`config.mk`:
```
export PLATFORM = sky130hd
export DESIGN_NAME = exec_ctrl_alu
export DESIGN_NICKNAME = d
export VERILOG_FILES = /design/src/rtl/exec_ctrl_alu.sv
export SDC_FILE = /design/constraint.sdc
export NUM_CORES = 1
export LEC_CHECK = 0
export ABC_AREA = 1
export CAP_MARGIN = 20
export CORE_ASPECT_RATIO = 1.4
export CORE_MARGIN = 8
export CORE_UTILIZATION = 59
export DETAILED_ROUTE_END_ITERATION = 8
export PLACE_DENSITY_LB_ADDON = 0.15
export SYNTH_ARGS = -nofsm -noshare
export SYNTH_HDL_FRONTEND = slang
export SYNTH_SLANG_ARGS = --single-unit
```
`constraint.sdc`:
```
create_clock -name Clk -period 4.39 [get_ports Clk]
set_input_delay 0.878 -clock Clk [delete_from_list [all_inputs] [get_ports Clk]]
set_output_delay 0.878 -clock Clk [all_outputs]
set_load 0.01 [all_outputs]
```
`src/rtl/exec_ctrl_alu.sv`:
```
// exec_ctrl_alu -- execute-side datapath core of the 5-stage MIPS pipeline.
//
// Contents:
//   - Instruction decoder: combinational; produces the ALU operation and the control
//     signals for the instruction in IF_ID.
//   - 32-bit ALU: purely combinational; operands are the forwarded ID_EX values.
//   - Clock divider: free-running; used for slow display scanning.
//
// Parameters:
//   WIDTH    ALU datapath width (default 32).
//   DIV_CNT  Clk cycles per half-period of clk_div (>= 1).
//
// Optional feature (macro ALU_OVERFLOW_EN), when defined:
//   - Adds the output port overflow, the signed overflow of ADD/SUB.
//   - Decodes addu/subu.
//
// Ports:
//   Clk, Clr    clock; asynchronous active-low reset (divider only)
//   inst        instruction to decode
//   input1/2    ALU operands (input2[4:0] is the shift amount)
//   alu_op      ALU operation select
//   AluCtrl     decoded ALU operation for inst
//   Reg_Dst, ALU_Src1, ALU_Src2, Mem_Write, Mem_Read, MemtoReg, Reg_Write, Halt
//               decoded control signals
//   result      ALU result
//   zero        result == 0
//   clk_div     divided clock, period 2*DIV_CNT Clk cycles
//   overflow    signed ADD/SUB overflow (ALU_OVERFLOW_EN only)
module exec_ctrl_alu #(
  parameter int unsigned WIDTH   = 32,
  parameter int unsigned DIV_CNT = 25000000
) (
  input  logic             Clk,
  input  logic             Clr,
  input  logic [31:0]      inst,
  input  logic [WIDTH-1:0] input1,
  input  logic [WIDTH-1:0] input2,
  input  logic [3:0]       alu_op,
  output logic [3:0]       AluCtrl,
  output logic             Reg_Dst,
  output logic             ALU_Src1,
  output logic             ALU_Src2,
  output logic             Mem_Write,
  output logic             Mem_Read,
  output logic             MemtoReg,
  output logic             Reg_Write,
  output logic             Halt,
  output logic [WIDTH-1:0] result,
  output logic             zero,
  output logic             clk_div
`ifdef ALU_OVERFLOW_EN
  ,
  output logic             overflow
`endif
);

  typedef enum logic [3:0] {
    OP_AND = 4'b0000,
    OP_OR  = 4'b0001,
    OP_ADD = 4'b0010,
    OP_XOR = 4'b0011,
    OP_SUB = 4'b0110,
    OP_SLT = 4'b0111,
    OP_SLL = 4'b1000,
    OP_SRL = 4'b1001,
    OP_NOR = 4'b1100
  } alu_op_e;

  localparam logic [5:0] OPC_RTYPE = 6'b000000;
  localparam logic [5:0] OPC_ADDI  = 6'b001000;
  localparam logic [5:0] OPC_SLTI  = 6'b001010;
  localparam logic [5:0] OPC_LW    = 6'b100011;
  localparam logic [5:0] OPC_SW    = 6'b101011;
  localparam logic [5:0] OPC_BEQ   = 6'b000100;
  localparam logic [5:0] OPC_BNE   = 6'b000101;
  localparam logic [5:0] OPC_J     = 6'b000010;
  localparam logic [5:0] OPC_HALT  = 6'b111111;

  // ---------------------------------------------------------------- decoder
  logic [5:0] opcode;
  logic [5:0] funct;
  logic       r_hit;
  logic       r_shift;
  alu_op_e    r_op;

  assign opcode = inst[31:26];
  assign funct  = inst[5:0];

  // R-type funct lookup kept separate so the opcode case stays flat.
  always_comb begin
    r_hit   = 1'b0;
    r_shift = 1'b0;
    r_op    = OP_ADD;
    case (funct)
      6'b100000: begin r_hit = 1'b1; r_op = OP_ADD; end
      6'b100010: begin r_hit = 1'b1; r_op = OP_SUB; end
      6'b100100: begin r_hit = 1'b1; r_op = OP_AND; end
      6'b100101: begin r_hit = 1'b1; r_op = OP_OR;  end
      6'b100110: begin r_hit = 1'b1; r_op = OP_XOR; end
      6'b100111: begin r_hit = 1'b1; r_op = OP_NOR; end
      6'b101010: begin r_hit = 1'b1; r_op = OP_SLT; end
      6'b000000: begin r_hit = 1'b1; r_shift = 1'b1; r_op = OP_SLL; end
      6'b000010: begin r_hit = 1'b1; r_shift = 1'b1; r_op = OP_SRL; end
`ifdef ALU_OVERFLOW_EN
      6'b100001: begin r_hit = 1'b1; r_op = OP_ADD; end
      6'b100011: begin r_hit = 1'b1; r_op = OP_SUB; end
`endif
      default: ;
    endcase
  end

  always_comb begin
    AluCtrl   = OP_ADD;
    Reg_Dst   = 1'b0;
    ALU_Src1  = 1'b0;
    ALU_Src2  = 1'b0;
    Mem_Write = 1'b0;
    Mem_Read  = 1'b0;
    MemtoReg  = 1'b0;
    Reg_Write = 1'b0;
    Halt      = 1'b0;
    case (opcode)
      OPC_RTYPE: begin
        // The all-zero word is a NOP even though it looks like "sll r0,r0,0".
        if ((inst != '0) && r_hit) begin
          AluCtrl   = r_op;
          Reg_Dst   = 1'b1;
          Reg_Write = 1'b1;
          ALU_Src1  = r_shift;
        end
      end
      OPC_ADDI: begin
        AluCtrl   = OP_ADD;
        ALU_Src2  = 1'b1;
        Reg_Write = 1'b1;
      end
      OPC_SLTI: begin
        AluCtrl   = OP_SLT;
        ALU_Src2  = 1'b1;
        Reg_Write = 1'b1;
      end
      OPC_LW: begin
        AluCtrl   = OP_ADD;
        ALU_Src2  = 1'b1;
        Mem_Read  = 1'b1;
        MemtoReg  = 1'b1;
        Reg_Write = 1'b1;
      end
      OPC_SW: begin
        AluCtrl   = OP_ADD;
        ALU_Src2  = 1'b1;
        Mem_Write = 1'b1;
      end
      OPC_BEQ, OPC_BNE: AluCtrl = OP_SUB;
      OPC_J:            AluCtrl = OP_ADD;
      OPC_HALT:         Halt    = 1'b1;
      default: ;
    endcase
  end

  // -------------------------------------------------------------------- ALU
  logic [WIDTH-1:0] sum;
  logic [WIDTH-1:0] diff;
  logic             slt;

  assign sum  = input1 + input2;
  assign diff = input1 - input2;
  assign slt  = $signed(input1) < $signed(input2);

  always_comb begin
    result = '0;
    case (alu_op)
      OP_AND:  result = input1 & input2;
      OP_OR:   result = input1 | input2;
      OP_ADD:  result = sum;
      OP_XOR:  result = input1 ^ input2;
      OP_SUB:  result = diff;
      OP_SLT:  result = {{(WIDTH-1){1'b0}}, slt};
      OP_SLL:  result = input1 << input2[4:0];
      OP_SRL:  result = input1 >> input2[4:0];
      OP_NOR:  result = ~(input1 | input2);
      default: result = '0;
    endcase
  end

  assign zero = (result == '0);

`ifdef ALU_OVERFLOW_EN
  // Overflow iff the operands (B inverted for SUB) share a sign that the result lacks.
  always_comb begin
    overflow = 1'b0;
    case (alu_op)
      OP_ADD: overflow = (input1[WIDTH-1] == input2[WIDTH-1]) &&
                         (sum[WIDTH-1] != input1[WIDTH-1]);
      OP_SUB: overflow = (input1[WIDTH-1] != input2[WIDTH-1]) &&
                         (diff[WIDTH-1] != input1[WIDTH-1]);
      default: overflow = 1'b0;
    endcase
  end
`endif

  // ---------------------------------------------------------------- divider
  localparam int unsigned CW = (DIV_CNT > 1) ? $clog2(DIV_CNT) : 1;
  localparam logic [CW-1:0] CNT_MAX = CW'(DIV_CNT - 1);

  logic [CW-1:0] cnt_q, cnt_d;
  logic          div_q, div_d;

  always_comb begin
    cnt_d = cnt_q + CW'(1);
    div_d = div_q;
    if (cnt_q == CNT_MAX) begin
      cnt_d = '0;
      div_d = ~div_q;
    end
  end

  always_ff @(posedge Clk or negedge Clr) begin
    if (!Clr) begin
      cnt_q <= '0;
      div_q <= 1'b0;
    end else begin
      cnt_q <= cnt_d;
      div_q <= div_d;
    end
  end

  assign clk_div = div_q;

endmodule

```
==> metrics.cfg, run 1 <==
[outcome]
failing_step=global routing (5_1_grt)
outcome=aborted with a tool error
error=[ERROR GRT-0116] Global routing finished with congestion. Check the congestion regions in the DRC Viewer.

[synthesis]
synth.distinct_cells=48
syn-cell-area_um2=12000
synth_most_common_cell=nand2_1
synthTopCellsByCount=nand2_1 (715), nand3_1 (481), inv_1 (378)
yosys.area.top_type=nand2_1
ys_ff_latch=26
syn_area_per_cell_um2=4.96
async_flop_share=1.00
synth_area_leaders=nand2_1 (22%), nand3_1 (20%), inv_1 (12%), ha_1 (11%), nor2_1 (9.9%)
yosys.area.top_type_share=0.224
synth_top_flop_cell=dfrtp_1
yosysSeqAreaShare=0.0542
synthCells=2417
synth-edff-count=0
synth_fp_nets=2630
yosysWarnings=0

[clock_tree]
clock_path_buffers=2
clock_sinks=26
htree_num_levels=1
root_buffer=clkbuf_16
cts_buffers=3

[grt]
grt_use_total=0.648
grt-ovfl-total=9
grt_pass1_wl_um=125000
grt_max_degree=70
grt_pass1_vias=21900

[floorplan]
chipWidth_um=137
ios=148
die_h_um=185
row_count=61
start_util=0.602

[place]
post-dp-hpwl_um=48400
numPortBuffers=147
place.gp.congestion=1.25

per-stage QoR:
stage	cells	setup WS [ps]	area, um2	hold slack (ps)
after floorplan	2417	261	12000	454
after global placement	3126	-925	16500	459
after detailed placement	3126	-923	16500	476
after CTS	3143	-76.9	17300	486
cells by family after synthesis:
group | after synthesis | synth area share
xor gates and xnor gates | 10 | 0.00730
DFF | 26 | 0.0542
muxes | 1 | 0.000835
adders and majority gates | 111 | 0.117
AOI/OAI and AO/OA | 172 | 0.0807
and+or+nand+nor | 1617 | 0.577
buffers and inverters | 480 | 0.163
per-layer routing:
layer  track usage  GRT overflow
met1         0.640             0
met2         0.812             4
met3         0.521             0
met4         0.595             5
met5         0.263             0
what timing repair did:
| action | in CTS |
|---|---|
| hold buffers | 0 |
| resized for setup | 199 |
| pin swaps | 31 |
| buffers inserted | 13 |
| setup endpoints to repair | 33 |
==> inputs of run 2 (changes only) <==
--- a/config.mk
+++ b/config.mk
@@ -7,9 +7,8 @@
 export LEC_CHECK = 0
 export ABC_AREA = 1
 export CAP_MARGIN = 20
-export CORE_ASPECT_RATIO = 1.4
 export CORE_MARGIN = 8
-export CORE_UTILIZATION = 59
+export CORE_UTILIZATION = 40
 export DETAILED_ROUTE_END_ITERATION = 8
 export PLACE_DENSITY_LB_ADDON = 0.15
 export SYNTH_ARGS = -nofsm -noshare
==> run 2 against run 1 <==
  * The run now ends clean
  * Synthesized cell count did not move
  * Synthesized area unchanged
==> metrics.cfg, run 2 <==
[floorplan]
start_util=0.406
chipWidth_um=189
die_h_um=189
fp.coreArea_um2=29600
row_count=63
ios=148
dieArea_um2=35800

[layout]
synthToLayoutAreaGrowth_pct=56.2
drive_above_1_share=0.279
multi_input_area_um2=10800
nFillCells=2932
fin_util=0.634
largest_register_ffs=25
fin_nets=3151
final_common_cell=nand2_1
top_register=cnt_q
ff_latch_area_um2=651
final_cell_mix=nand2_1 (634), nand3_1 (457), buf_4 (440), inv_1 (329), nor2_1 (228)

[drt]
viasPerCell=5.49
detail_route.iter0.violations=2341
dr_wl_met2_um=27800
vias=18300
drcViolationCount=0
routedWlPerCell_um=19.3
wl_met3_um=6550
routed_wl_um=64300
wl_met1_um=27200
ant_nets=0
topRoutingLayerUsed=met5
first_pass_iters=6

[synthesis]
synth_area_leaders=nand2_1 (22%), nand3_1 (20%), inv_1 (12%), ha_1 (11%), nor2_1 (9.9%)
synth_fp_nets=2630
syn_area_per_cell_um2=4.96
yosys.area.top_type_share=0.224
yosysSeqAreaShare=0.0542
yosysWarnings=0
synth_most_common_cell=nand2_1
synth-edff-count=0
synthCells=2417
ys_ff_latch=26
synth.distinct_cells=48
syn-cell-area_um2=12000
yosys.area.top_type=nand2_1
synth_top_flop_cell=dfrtp_1
synthTopCellsByCount=nand2_1 (715), nand3_1 (481), inv_1 (378)
async_flop_share=1.00

[sta]
clock_skew_ps=1.23
period_needed_ps=4340
slew_viol_final=0
hold_violations=0
timing.final.crit_share=0.988
max_slew_margin=0.560
tightestPinTransition_ps=660
rsz0062_at_grt=yes
max_freq_mhz=231
setup_viol=0

[grt]
grt-ovfl-total=0
grt_max_degree=70
grt_use_total=0.339
grt_pass1_vias=17100
grt_pass1_wl_um=95700
antenna_found_initial=1

[worst_setup_path]
criticalPathCategory=primary input to primary output
cpPeakStageDelay_ps=520
cp_slowest_cell=clkdlybuf4s50_1
cp-end-kind=primary output
rrSetupSlack_ps=2190
path_cells=clkdlybuf4s15_1 > inv_1 > nor2_2 > buf_4 > nand2_1 > buf_4 > nor2_4 > buf_4 > nand3_1 > nand4_1 > nor2_2 > buf_4 > inv_1 > clkdlybuf4s50_1
required_ps=3510
cp_max_fo=7
arrival_ps=3460
startpoint_type=primary input
reg2reg_depth=13
cpMostUsedCell=buf_4

[place]
place.gp.congestion=1.10
numPortBuffers=147
post-dp-hpwl_um=53600

[power]
finalPower_mw=2.66
powerDensity_nw_per_um2=142
vdd_drop_max_v=0.000257
p_leak_nw=10.4

[clock_tree]
root_buffer=clkbuf_16
clk_pin_slew_worst_paths_ps=60
clock_path_buffers=2
clock_latency_ps=260
hold_buffers=0
clock_sinks=26
cts_tree=built
htree_num_levels=1
cts_buffers=3

[job]
maxCapViolCount=0

[outcome]
outcome=completed

[min_path]
min_path_cells=1
hold_path_class=flop to flop

## run 2: power by group
| part | switching [mW] | total [mW] | internal (mW) |
|---|---|---|---|
| registers | 0 | 0.240 | 0.240 |
| logic | 1.27 | 2.20 | 0.936 |
| clock network | 0.0792 | 0.219 | 0.139 |
| total | 1.34 | 2.66 | 1.31 |
## run 2: cell type report
cell class                 instances  share of cell area
sequential                        26              0.0347
antenna                            1            0.000134
clock buffer                       4             0.00474
timing repair buffer             613               0.279
tap                              390              0.0260
inverter                         383              0.0771
multi-input combinational       1911               0.578
## run 2: cell families (layout without fill, tap and decap cells)
family                     count (synthesis)  in the layout  share of synthesized area
and+or+nand+nor                         1617           1617                      0.577
buffers and inverters                    480           1000                      0.163
AOI/OAI and AO/OA                        172            172                     0.0807
adders and majority gates                111            111                      0.117
DFF                                       26             26                     0.0542
xor gates and xnor gates                  10             10                    0.00730
muxes                                      1              1                   0.000835
other                                      0              1                          0
## run 2: final timing paths
path,startpoint,to
min reg2reg,clk_div,clk_div
max reg2reg,cnt_q[0],cnt_q[22]
max in group asynchronous,Clr,cnt_q[12]
min,clk_div,clk_div
min in group asynchronous,Clr,cnt_q[0]
max,alu_op[0],result[9]
## run 2: worst max-delay path, delay by kind of cell
| family | cells | cell delay [ps] |
|---|---|---|
| AND/OR/NAND/NOR | 6 | 1020 |
| buffers and inverters | 8 | 1540 |
## run 2: what timing repair did
item	4_1_cts	5_1_grt
pin swaps	36	86
cloned	0	0
buffers inserted	11	15
resized for setup	223	298
setup endpoints to repair	33	31
## run 2: layer usage
metal | GRT usage | vias to the layer above
li1 | - | 8748
met1 | 0.467 | 8340
met2 | 0.530 | 1032
met3 | 0.0471 | 165
met4 | 0.125 | 2
met5 | 0 | -
## run 2: through the flow
| step | hold slack, ps | setup WS (ps) | setup TNS, ps | instances | area, um2 |
|---|---|---|---|---|---|
| 2_1_floorplan | 454 | 261 | 0 | 2417 | 12000 |
| 3_3_place_gp | 460 | -1020 | -15700 | 3296 | 16900 |
| 3_5_place_dp | 462 | -1070 | -17100 | 3296 | 16900 |
| 4_1_cts | 475 | -172 | -189 | 3311 | 17700 |
| 5_1_grt | 501 | -44.9 | -84.8 | 3327 | 18700 |
| 6_report | 468 | 52.6 | 0 | 3328 | 18700 |
(Power assumes the default switching activity.)
==> inputs of run 3 (changes only) <==
--- a/config.mk
+++ b/config.mk
@@ -6,7 +6,7 @@
 export NUM_CORES = 1
 export LEC_CHECK = 0
 export ABC_AREA = 1
-export CAP_MARGIN = 20
+export CAP_MARGIN = 10
 export CORE_MARGIN = 8
 export CORE_UTILIZATION = 40
 export DETAILED_ROUTE_END_ITERATION = 8
==> constraint.sdc (replaced) <==
create_clock -name Clk -period 4.89 [get_ports Clk]
set_input_delay 0.978 -clock Clk [delete_from_list [all_inputs] [get_ports Clk]]
set_output_delay 0.978 -clock Clk [all_outputs]
set_load 0.01 [all_outputs]
==> run 3 against run 2 <==
  * Cell area is 6.4% lower
  * Clock-buffer cell count is 1 lower
  * Worst hold slack better by 18 ps
  * Worst setup slack better by 1.9 ps
  * Non-clock buffer count is 45 lower
  * Die area stayed put
  * Cell count is 1.4% lower
==> metrics.cfg, run 3 (synthesized netlist as in run 2, its figures left out) <==
[outcome]
outcome=completed

[grt]
busiest_layer=met2
grt_pass1_vias=16400
grtUsageMet2=0.532
grt-ovfl-total=0
grt_max_degree=70
grt_use_met1=0.452
antenna_found_initial=3
grt_pass1_wl_um=93500
gr-usage-met3=0.0668
grt_use_total=0.332

[clock_tree]
clock_latency_ps=260
cts_tree=built
root_buffer=clkbuf_16
htree_num_levels=1
hold_buffers=0
cts_buffers=3
clock_path_buffers=2
clk_pin_slew_worst_paths_ps=60
clock_sinks=26

[min_path]
hold_path_class=flop to flop
min_path_cells=1
min_to=cnt_q[0]
hp-start=cnt_q[0]

[sta]
hold_violations=0
timing.final.crit_share=0.989
fin_ws_ps=54.5
max_freq_mhz=207
slew_viol_final=0
setup_viol=0
tightestPinTransition_ps=662
max_slew_margin=0.559
period_needed_ps=4840
clock_skew_ps=4.79
fin_hold_ws_ps=486
rsz0062_at_grt=yes

[place]
post-dp-hpwl_um=53300
dp_slack_ps=-738
place_area_um2=16700
place.gp.congestion=1.06
numPortBuffers=147

[worst_setup_path]
rrSetupSlack_ps=2660
arrival_ps=3860
required_ps=3910
cp_max_fo=4
cp-end-kind=primary output
r2r_end=cnt_q[18]
startpoint_type=primary input
criticalPathCategory=primary input to primary output
r2r_start=cnt_q[0]
reg2reg_depth=13

[drt]
ant_nets=0
viasPerCell=5.44
routed_wl_um=62900
vias=17800
routedWlPerCell_um=19.2
first_pass_iters=9
drcViolationCount=0
detail_route.iter0.violations=2250

[layout]
synthToLayoutAreaGrowth_pct=46.2
antenna_cells=0
final_common_cell=nand2_1
final_cell_area_um2=17500
nFillCells=3110
drive_above_1_share=0.201
largest_register_ffs=25
top_register=cnt_q
final_cell_mix=nand2_1 (688), nand3_1 (472), buf_4 (403), inv_1 (373), nor2_1 (267)
fin_util=0.593
fin_nets=3106

[floorplan]
chipWidth_um=189
die_h_um=189
start_util=0.406
dieArea_um2=35800
fp.coreArea_um2=29600
ios=148
row_count=63

[job]
maxCapViolCount=0

[power]
powerDensity_nw_per_um2=129
finalPower_mw=2.27
p_leak_nw=9.83
vdd_drop_max_v=0.000211

[run 3: worst max-delay path by stage]
stage	from	end	slack [ps]	cells past startpoint
global placement	input2[0]	zero	-760	22
detailed placement	input2[0]	zero	-740	22
CTS	input1[0]	zero	-20	20
finish	input2[4]	zero	50	21
global route	input2[25]	zero	-120	16
floorplan	input2[3]	zero	560	21
[run 3: report_power, final]
| part | switching, mW | internal (mW) | total [mW] | leakage [nW] |
|---|---|---|---|---|
| registers | 0 | 0.215 | 0.215 | 0.349 |
| clock network | 0.0728 | 0.163 | 0.236 | 0.0511 |
| logic | 1.05 | 0.769 | 1.81 | 9.43 |
[run 3: through the flow]
stage	setup TNS, ps	std cells
after floorplan	0	2417
after global placement	-4730	3267
after detailed placement	-4750	3267
after CTS	-21.8	3272
after global routing	-120	3282
final	0	3282
[run 3: worst max-delay path, cell delays in order]
cell	delay, ps
clkdlybuf4s50_1	510
inv_1	100
buf_4	160
ha_1	220
buf_4	140
nand2_1	50
nand2_1	100
inv_1	90
nand3_2	130
nor2_1	120
nor2_1	60
nand2_2	80
nand3_1	100
nor2_2	150
nand2_1	90
nor2_2	120
nand3_2	160
nor2_2	170
nand3_1	80
nor2_1	80
buf_2	140
[run 3: what timing repair did]
action	in CTS	in global routing
gates resized for setup	80	111
endpoints found under the setup margin	26	29
pin swaps	2	25
buffers inserted	1	9
cloned	0	0
[run 3: per-layer routing]
metal  part of all wire  vias to the layer above
met3               0.10                      114
met5            0.00046                        -
met1               0.43                     8225
li1                   -                     8624
met2               0.44                      870
met4              0.027                        6
[run 3: final cells by class]
type / instances / area [um2] / share of cell area
multi-input combinational: 1911 / 10000 / 0.571
timing repair buffer: 568 / 4840 / 0.276
inverter: 383 / 1440 / 0.0823
sequential: 26 / 651 / 0.0371
tap: 390 / 488 / 0.0278
clock buffer: 3 / 75.1 / 0.00428
clock inverter: 1 / 30.0 / 0.00171
==> inputs of run 4 (changes only) <==
--- a/config.mk
+++ b/config.mk
@@ -7,6 +7,7 @@
 export LEC_CHECK = 0
 export ABC_AREA = 1
 export CAP_MARGIN = 10
+export CORE_ASPECT_RATIO = 0.7
 export CORE_MARGIN = 8
 export CORE_UTILIZATION = 40
 export DETAILED_ROUTE_END_ITERATION = 8
==> run 4 against run 3 <==
  * First-iteration DRC count rose by 13%
  * Flip-flop and latch count unchanged
  * Non-clock buffer count up 17
  * Die area is 0.25% higher
  * Critical path type unchanged
  * Critical endpoint unchanged
==> metrics.cfg, run 4 (synthesized netlist as in run 2, its figures left out) <==
[outcome]
outcome=completed

[floorplan]
ios=148
chipWidth_um=223
fp.coreArea_um2=29800
die_h_um=161
row_count=53
dieArea_um2=35900
start_util=0.403

[worst_setup_path]
worst-path-buf-inv=5
rrSetupSlack_ps=2580
r2r_end=cnt_q[24]
cp_max_fo=8
cp-end-kind=primary output
path_cells=clkdlybuf4s50_1 > inv_1 > ha_4 > nand2_1 > nor2_2 > nand2_1 > buf_4 > nor2_1 > nand2_1 > nand3_1 > nand2_1 > nand3_1 > nand2_1 > nor2_4 > nand2_1 > nor2_1 > nand3_1 > nor2_1 > buf_4 > buf_2
required_ps=3910
cp_top_family=simple AND/OR/NAND/NOR gates
cpMostUsedCell=nand2_1
reg2reg_depth=13
startpoint_type=primary input
cp_slowest_cell=clkdlybuf4s50_1
criticalPathCategory=primary input to primary output
arrival_ps=3900
cpPeakStageDelay_ps=530
r2r_start=cnt_q[0]

[min_path]
hp-start=cnt_q[0]
min_path_cells=1
min_to=cnt_q[0]
hold_path_class=flop to flop

[layout]
final_cell_mix=nand2_1 (688), nand3_1 (471), buf_4 (424), inv_1 (371), nor2_1 (266)
fin_cells=3294
synthToLayoutAreaGrowth_pct=48.0
largest_register_ffs=25
antenna_cells=0
nFillCells=3116
drive_above_1_share=0.213
final_common_cell=nand2_1
fin_nets=3123
top_register=cnt_q

[power]
p_int_mw=1.16
vdd_drop_max_v=0.000140
power_frac_seq=0.093
switching_power_mw=1.16
power_frac_clock=0.103
p_sw_frac=0.499
finalPower_mw=2.31
comb_power_share=0.804
p_leak_nw=9.91
powerDensity_nw_per_um2=130

[drt]
vias=17900
drcViolationCount=0
ant_nets=0
viasPerCell=5.44
routed_wl_um=65400
detail_route.iter0.violations=2546
routedWlPerCell_um=19.9
first_pass_iters=6

[sta]
timing.final.crit_share=0.998
setup_viol=0
hold_violations=0
period_needed_ps=4880
rsz0062_at_grt=yes
max_slew_margin=0.587
slew_viol_final=0
max_freq_mhz=205
fin_hold_ws_ps=488
clock_skew_ps=2.99
tightestPinTransition_ps=620

[clock_tree]
cts_buffers=3
cts_tree=built
clock_sinks=26
clk_pin_slew_worst_paths_ps=70
htree_num_levels=1
clock_path_buffers=2
clock_latency_ps=260
root_buffer=clkbuf_16

[grt]
grt_max_degree=70
busiest_layer=met2
grt_pass1_wl_um=96200
grt_pass1_vias=16300
grt_use_met1=0.495
grt_use_total=0.343
grtUsageMet2=0.504
antenna_found_initial=1
grt-ovfl-total=0
gr-usage-met3=0.0787

[place]
post-dp-hpwl_um=55200
dp_cells=3284
place.gp.congestion=1.09
numPortBuffers=147

[job]
maxCapViolCount=0

## run 4: repair_timing
item	4_1_cts	5_1_grt
pin swaps	7	21
gates resized for setup	69	140
hold buffers	0	0
buffers inserted	3	3
setup endpoints to repair	19	24
## run 4: power groups by stage
stage	combinational (mW)	clock, mW	sequential (mW)
after floorplan	0.807	0	0.219
after global placement	1.68	0	0.219
after detailed placement	1.69	0	0.219
after CTS	1.73	0.244	0.215
after global routing	2.00	0.251	0.215
final	1.86	0.239	0.215
## run 4: through the flow
step	utilization	setup WS, ps	TNS (ps)	area, um2
6_report	0.596	8.94	0	17800
5_1_grt	0.596	-109	-175	17800
4_1_cts	0.576	-137	-137	17200
3_5_place_dp	0.565	-849	-3910	16800
3_3_place_gp	0.565	-854	-3800	16800
2_1_floorplan	-	561	0	12000
## run 4: layer usage
| metal | share of wire | wire length [um] | vias up |
|---|---|---|---|
| li1 | - | - | 8668 |
| met1 | 0.45 | 29200 | 8178 |
| met2 | 0.41 | 26800 | 978 |
| met3 | 0.12 | 7740 | 85 |
| met4 | 0.027 | 1750 | 2 |
| met5 | 0.00020 | 13 | - |
## run 4: worst max-delay path by stage
| stage | startpoint | end | depth (start not counted) |
|---|---|---|---|
| after floorplan | input2[3] | zero | 21 |
| after global placement | input1[0] | zero | 23 |
| after detailed placement | input1[8] | zero | 18 |
| after CTS | input1[6] | zero | 19 |
| after global routing | input1[4] | zero | 23 |
| final | input2[21] | zero | 20 |
## run 4: cell type report
class | count | area [um2] | area share
flip-flops and latches | 26 | 651 | 0.0366
multi-input cells | 1911 | 10200 | 0.572
clock inverters | 1 | 30.0 | 0.00169
repair buffers | 585 | 4920 | 0.277
clock buffers | 3 | 75.1 | 0.00423
well taps | 385 | 482 | 0.0271
inverters | 383 | 1440 | 0.0811
